--- src/rtl/psg_bus_sched.sv ---
// Round-robin scheduler for the shared PSG register-write bus (CPU decode vs. dump player).
// Each write is an address-latch phase and a data phase, with a BDIR-low gap after each one.
module psg_bus_sched #(
    parameter int HOLD = 1,
    parameter int GAP  = 1
) (
    input  logic       clk,
    input  logic       reset,
    input  logic       cpu_req,
    input  logic       cpu_chip,
    input  logic [3:0] cpu_reg,
    input  logic [7:0] cpu_data,
    output logic       cpu_ack,
    input  logic       ply_req,
    input  logic       ply_chip,
    input  logic [3:0] ply_reg,
    input  logic [7:0] ply_data,
    output logic       ply_ack,
    output logic [1:0] psg_bdir,
    output logic       psg_bc,
    output logic [7:0] psg_di,
    output logic       busy
);
    // state | meaning
    // IDLE  | arbitrate requests at each edge
    // ADDR  | BDIR high with BC=1, register number on DI
    // GAP_A | BDIR low after the address latch
    // DATA  | BDIR high with BC=0, value on DI
    // GAP_D | BDIR low after the data write, then back to IDLE
    typedef enum logic [2:0] {IDLE, ADDR, GAP_A, DATA, GAP_D} state_t;

    localparam logic [3:0] HOLD_LD = 4'(HOLD - 1);
    localparam logic [3:0] GAP_LD  = 4'(GAP - 1);

    state_t      state;
    logic [3:0]  cnt;
    logic        chip;
    logic [7:0]  data;
    logic        last_ply;
    logic [1:0]  valid;
    logic [3:0]  last_addr [2];

    logic        grant_ply;
    logic        g_chip;
    logic [3:0]  g_reg;
    logic [7:0]  g_data;
    logic        skip;

    always_comb begin
        grant_ply = ply_req && (!cpu_req || !last_ply);
        g_chip    = grant_ply ? ply_chip : cpu_chip;
        g_reg     = grant_ply ? ply_reg  : cpu_reg;
        g_data    = grant_ply ? ply_data : cpu_data;
        skip      = valid[g_chip] && (last_addr[g_chip] == g_reg);
    end

    always_ff @(posedge clk or posedge reset) begin
        if (reset) begin
            state        <= IDLE;
            cnt          <= 4'd0;
            chip         <= 1'b0;
            data         <= 8'h00;
            last_ply     <= 1'b1;
            valid        <= 2'b00;
            last_addr[0] <= 4'h0;
            last_addr[1] <= 4'h0;
            psg_bdir     <= 2'b00;
            psg_bc       <= 1'b0;
            psg_di       <= 8'h00;
            cpu_ack      <= 1'b0;
            ply_ack      <= 1'b0;
            busy         <= 1'b0;
        end else begin
            cpu_ack <= 1'b0;
            ply_ack <= 1'b0;
            case (state)
                IDLE: begin
                    if (cpu_req || ply_req) begin
                        chip     <= g_chip;
                        data     <= g_data;
                        last_ply <= grant_ply;
                        cpu_ack  <= !grant_ply;
                        ply_ack  <= grant_ply;
                        busy     <= 1'b1;
                        cnt      <= HOLD_LD;
                        psg_bdir <= g_chip ? 2'b10 : 2'b01;
                        // same register already latched in this chip: go straight to the data phase
                        if (skip) begin
                            state  <= DATA;
                            psg_bc <= 1'b0;
                            psg_di <= g_data;
                        end else begin
                            state             <= ADDR;
                            psg_bc            <= 1'b1;
                            psg_di            <= {4'h0, g_reg};
                            last_addr[g_chip] <= g_reg;
                            valid[g_chip]     <= 1'b1;
                        end
                    end
                end
                ADDR: begin
                    if (cnt == 4'd0) begin
                        state    <= GAP_A;
                        cnt      <= GAP_LD;
                        psg_bdir <= 2'b00;
                    end else begin
                        cnt <= cnt - 4'd1;
                    end
                end
                GAP_A: begin
                    if (cnt == 4'd0) begin
                        state    <= DATA;
                        cnt      <= HOLD_LD;
                        psg_bdir <= chip ? 2'b10 : 2'b01;
                        psg_bc   <= 1'b0;
                        psg_di   <= data;
                    end else begin
                        cnt <= cnt - 4'd1;
                    end
                end
                DATA: begin
                    if (cnt == 4'd0) begin
                        state    <= GAP_D;
                        cnt      <= GAP_LD;
                        psg_bdir <= 2'b00;
                    end else begin
                        cnt <= cnt - 4'd1;
                    end
                end
                GAP_D: begin
                    if (cnt == 4'd0) begin
                        state <= IDLE;
                        busy  <= 1'b0;
                    end else begin
                        cnt <= cnt - 4'd1;
                    end
                end
                default: state <= IDLE;
            endcase
        end
    end
endmodule
--- config.mk ---
export PLATFORM = sky130hd
export DESIGN_NAME = psg_bus_sched
export DESIGN_NICKNAME = d
export VERILOG_FILES = /design/src/rtl/psg_bus_sched.sv
export SDC_FILE = /design/constraint.sdc
export NUM_CORES = 1
export LEC_CHECK = 0
export CAP_MARGIN = 30
export CORE_ASPECT_RATIO = 2
export CORE_MARGIN = 1.5
export CORE_UTILIZATION = 51
export CTS_CLUSTER_SIZE = 10
export DETAILED_ROUTE_END_ITERATION = 10
export GPL_TIMING_DRIVEN = 0
export PLACE_DENSITY = 0.83
export SLEW_MARGIN = 20
export SYNTH_ARGS = -nofsm -noshare
export SYNTH_HDL_FRONTEND = slang
export SYNTH_SLANG_ARGS = --single-unit
--- constraint.sdc ---
create_clock -name clk -period 2.9 [get_ports clk]
set_clock_uncertainty 0.05 [all_clocks]
set_input_delay 0.58 -clock clk [delete_from_list [all_inputs] [get_ports clk]]
set_output_delay 0.58 -clock clk [all_outputs]
set_load 0.1 [all_outputs]
==> impl_metrics.csv <==
group,metric,value,unit
outcome,status,"finished, final reports clean",
drt,wire_per_inst,15.9,um
floorplan,rows,33,
pwr,seqPwrFrac,0.293,
cells_and_area,diodes,0,
floorplan,die_h,96.6,um
yosys,synth_ff_type,"dfrtp_1",
timing,drv_slew,0,
clocking,insertion_delay,0.30,ns
setup_path,arrival,2.98,ns
timing,max_clock_freq,352,MHz
setup_path,worstSetupPathType,"input pin to flip-flop",
setup_path,start_kind,"input pin",
global_route,grt_util_met3,0.0446,
clocking,cts-root-buf,"clkbuf_8",
clocking,cts_tree,"done",
floorplan,core-area,4130,um^2
pwr,swShare,0.506,
yosys,synth_cells,236,
pwr,combPwrFrac,0.601,
clocking,cts_hold_buffers,0,
global_route,grt.overflow.total,0,
global_route,top_usage_layer,"met2",
drt,remaining_drc_errors,0,
cells_and_area,fin_cells,344,
pwr,p_int,1.76,mW
cells_and_area,synthToLayoutAreaGrowth,30.3,%
global_route,grt_max_degree,24,
placement,hpwl,4040,um
drt,drt-total-wl,5460,um
drt,viasPerCell,5.86,
pwr,p_switching,1.80,mW
drt,drt_iter0_drc,44,
pwr,p_leak,1.21,nW
setup_path,critPathMaxFanout,10,
worst_hold_path,holdCritPathClass,"flip-flop to flip-flop",
yosys,yosysUniqueCellTypes,38,
yosys,synth_edf_count,0,
cells_and_area,final_nets,324,
clocking,h-tree-depth,2,
global_route,use_met1,0.245,
yosys,synth-seq-area-share,0.460,
global_route,met2_usage,0.494,
placement,placed_cells,332,
setup_path,endpoint_kind,"flip-flop",
timing,tightest_slew,0.995,ns
pwr,power_frac_clock,0.106,
global_route,grt_pass1_vias,2081,
setup_path,r2r_cells,7,
global_route,antenna_found_initial,0,
yosys,synth_nets,268,
clocking,cts.path.max_buffers,2,
timing,fin_crit_sh,0.981,
floorplan,die_w,49.8,um
cells_and_area,drive_gt1_frac,0.140,
global_route,grt_usage,0.252,
drt,firstDrtPassIters,4,
drt,antenna_left,0,
timing,setup_viol_count_final,0,
clocking,cts_made_buffers,5,
timing,hold_viol,0,
yosys,yosys_warnings,0,
yosys,syn_area,2230,um^2
placement,place.gp.congestion,0.898,
pwr,vdd_drop_max,839,uV
pwr,pwr_density_cell,1220,nW/um^2
setup_path,critPathRequiredTime,3.03,ns
yosys,synth-async-reset-ratio,1.00,
worst_hold_path,holdPathStages,1,
global_route,grt_pass1_wl,9210,um
floorplan,die-area,4810,um^2
job,maxCapViolCount,0,
timing,finalSetupTns,0,ns
floorplan,io_pins,44,
timing,max-slew-margin-rel,0.334,
timing,fin_crit,2.84,ns
clocking,path_clk_slew,0.07,ns
drt,dr_total_vias,2016,
floorplan,start_util,0.541,
yosys,syn_avg_cell_area,9.46,um^2
yosys,synth_seq_cells,41,
clocking,cts_sinks,41,
placement,numPortBuffers,43,
==> power by group through the flow <==
stage               Combinational (mW)  Clock, mW  Sequential [mW]
finish                            2.13      0.377             1.04
CTS                               2.09      0.385             1.03
global placement                  2.01          0             1.03
detailed placement                2.06          0             1.04
global route                      2.30      0.403             1.07
floorplan                        0.986          0             1.62
==> routing by layer <==
metal | vias up | part of all wire
met1 | 1017 | 0.37
met4 | 0 | 0.025
met2 | 37 | 0.58
met5 | - | 0
met3 | 12 | 0.024
li1 | 950 | -
==> cell type report <==
class / count / area (um^2)
buffer: 14 / 66.3
timing repair buffer: 49 / 495
clock buffer: 7 / 86.3
multi-input combinational: 176 / 1150
tap: 52 / 65.1
fill: 347 / 1220
sequential: 41 / 1030
inverter: 5 / 18.8
==> critical path, cell delays in order <==
cell	delay [ns]
clkdlybuf4s50_1	0.53
a21boi_2	0.19
buf_6	0.16
mux2i_4	0.28
mux2i_2	0.27
xor2_1	0.13
buf_4	0.20
a31oi_4	0.27
mux2_2	0.36
==> what timing repair did <==
item / 4_1_cts / 5_1_grt
gates resized for setup: 5 / 1
endpoints found under the setup margin: 14 / 11
buffers inserted: 1 / 4
pin swaps: 0 / 1
==> path summary, 6_finish.rpt <==
| kind | start | endpoint | slack (ns) |
|---|---|---|---|
| setup / recovery | ply_req | last_addr[3] | 0.06 |
| hold / removal | valid[0] | valid[0] | 0.43 |
| setup reg to reg | state[0] | last_addr[3] | 0.23 |
| hold reg to reg | valid[0] | valid[0] | 0.43 |
| max in group asynchronous | reset | last_ply | 1.70 |
| min in group asynchronous | reset | state[2] | 0.57 |
==> synth_stat cells, types with 2 or more instances <==
library cell / count / area, um^2
dfrtp_1: 40 / 1000
nor2_1: 31 / 116
a21oi_1: 29 / 145
nand2_1: 20 / 75.1
mux2i_1: 17 / 170
mux2_2: 13 / 146
clkbuf_1: 11 / 41.3
nand4_1: 7 / 43.8
o21ai_0: 7 / 35.0
inv_1: 5 / 18.8
nand3_1: 5 / 25.0
nor3_1: 5 / 25.0
xnor2_1: 5 / 43.8
and2_1: 4 / 25.0
o211ai_1: 4 / 30.0
a21o_1: 3 / 22.5
a31oi_1: 3 / 18.8
or2_2: 3 / 18.8
a211oi_1: 2 / 15.0
a32oi_1: 2 / 17.5
ha_1: 2 / 25.0
o22ai_1: 2 / 12.5
==> cell usage in the layout, fill, tap and decap left out, types with 2 or more instances in the layout <==
cell type        count
and2_1               4
buf_4                6
nand3_1              5
ha_1                 2
mux2_2              13
clkbuf_1            11
nand2_1             20
o211ai_1             4
clkdlybuf4s50_1     43
or2_2                3
a32oi_1              2
xnor2_1              5
o21ai_0              7
a21o_1               3
dfrtp_1             40
mux2i_1             15
clkbuf_8             6
nand4_1              7
inv_1                4
nor3_1               5
a31oi_1              2
a211oi_1             2
nor2_1              31
a21oi_1             29
==> flip-flops by register name, indices dropped and copies added (netlist names) <==
register and flops:
data 8, last_addr 8, psg_di 8, cnt 4, state 3, psg_bdir 2
valid 2, busy 1, chip 1, cpu_ack 1, last_ply 1, ply_ack 1
psg_bc 1
==> metrics by stage <==
step	util	hold WS, ns	worst slack, ns	cell area, um^2	power (mW)
after global routing	0.705	0.447	-0.0165	2910	3.78
final	0.705	0.426	0.0551	2910	3.55
after CTS	0.696	0.424	0.0465	2870	3.51
after global placement	0.661	0.404	-0.467	2730	3.04
after detailed placement	0.668	0.406	-0.536	2760	3.10
after floorplan	-	0.389	0.410	2230	2.60
==> cells by family (layout without fill, tap and decap cells) <==
kind of cell    after synthesis  in the layout  synth area share
fa+ha+maj                     2              2            0.0112
mux                          30             30             0.142
compound gates               60             60             0.170
buf+inv                      19             75            0.0375
xor+xnor                      6              6            0.0235
flops                        41             41             0.460
simple gates                 78             78             0.156
No activity file was read; power rests on OpenSTA's default activity.
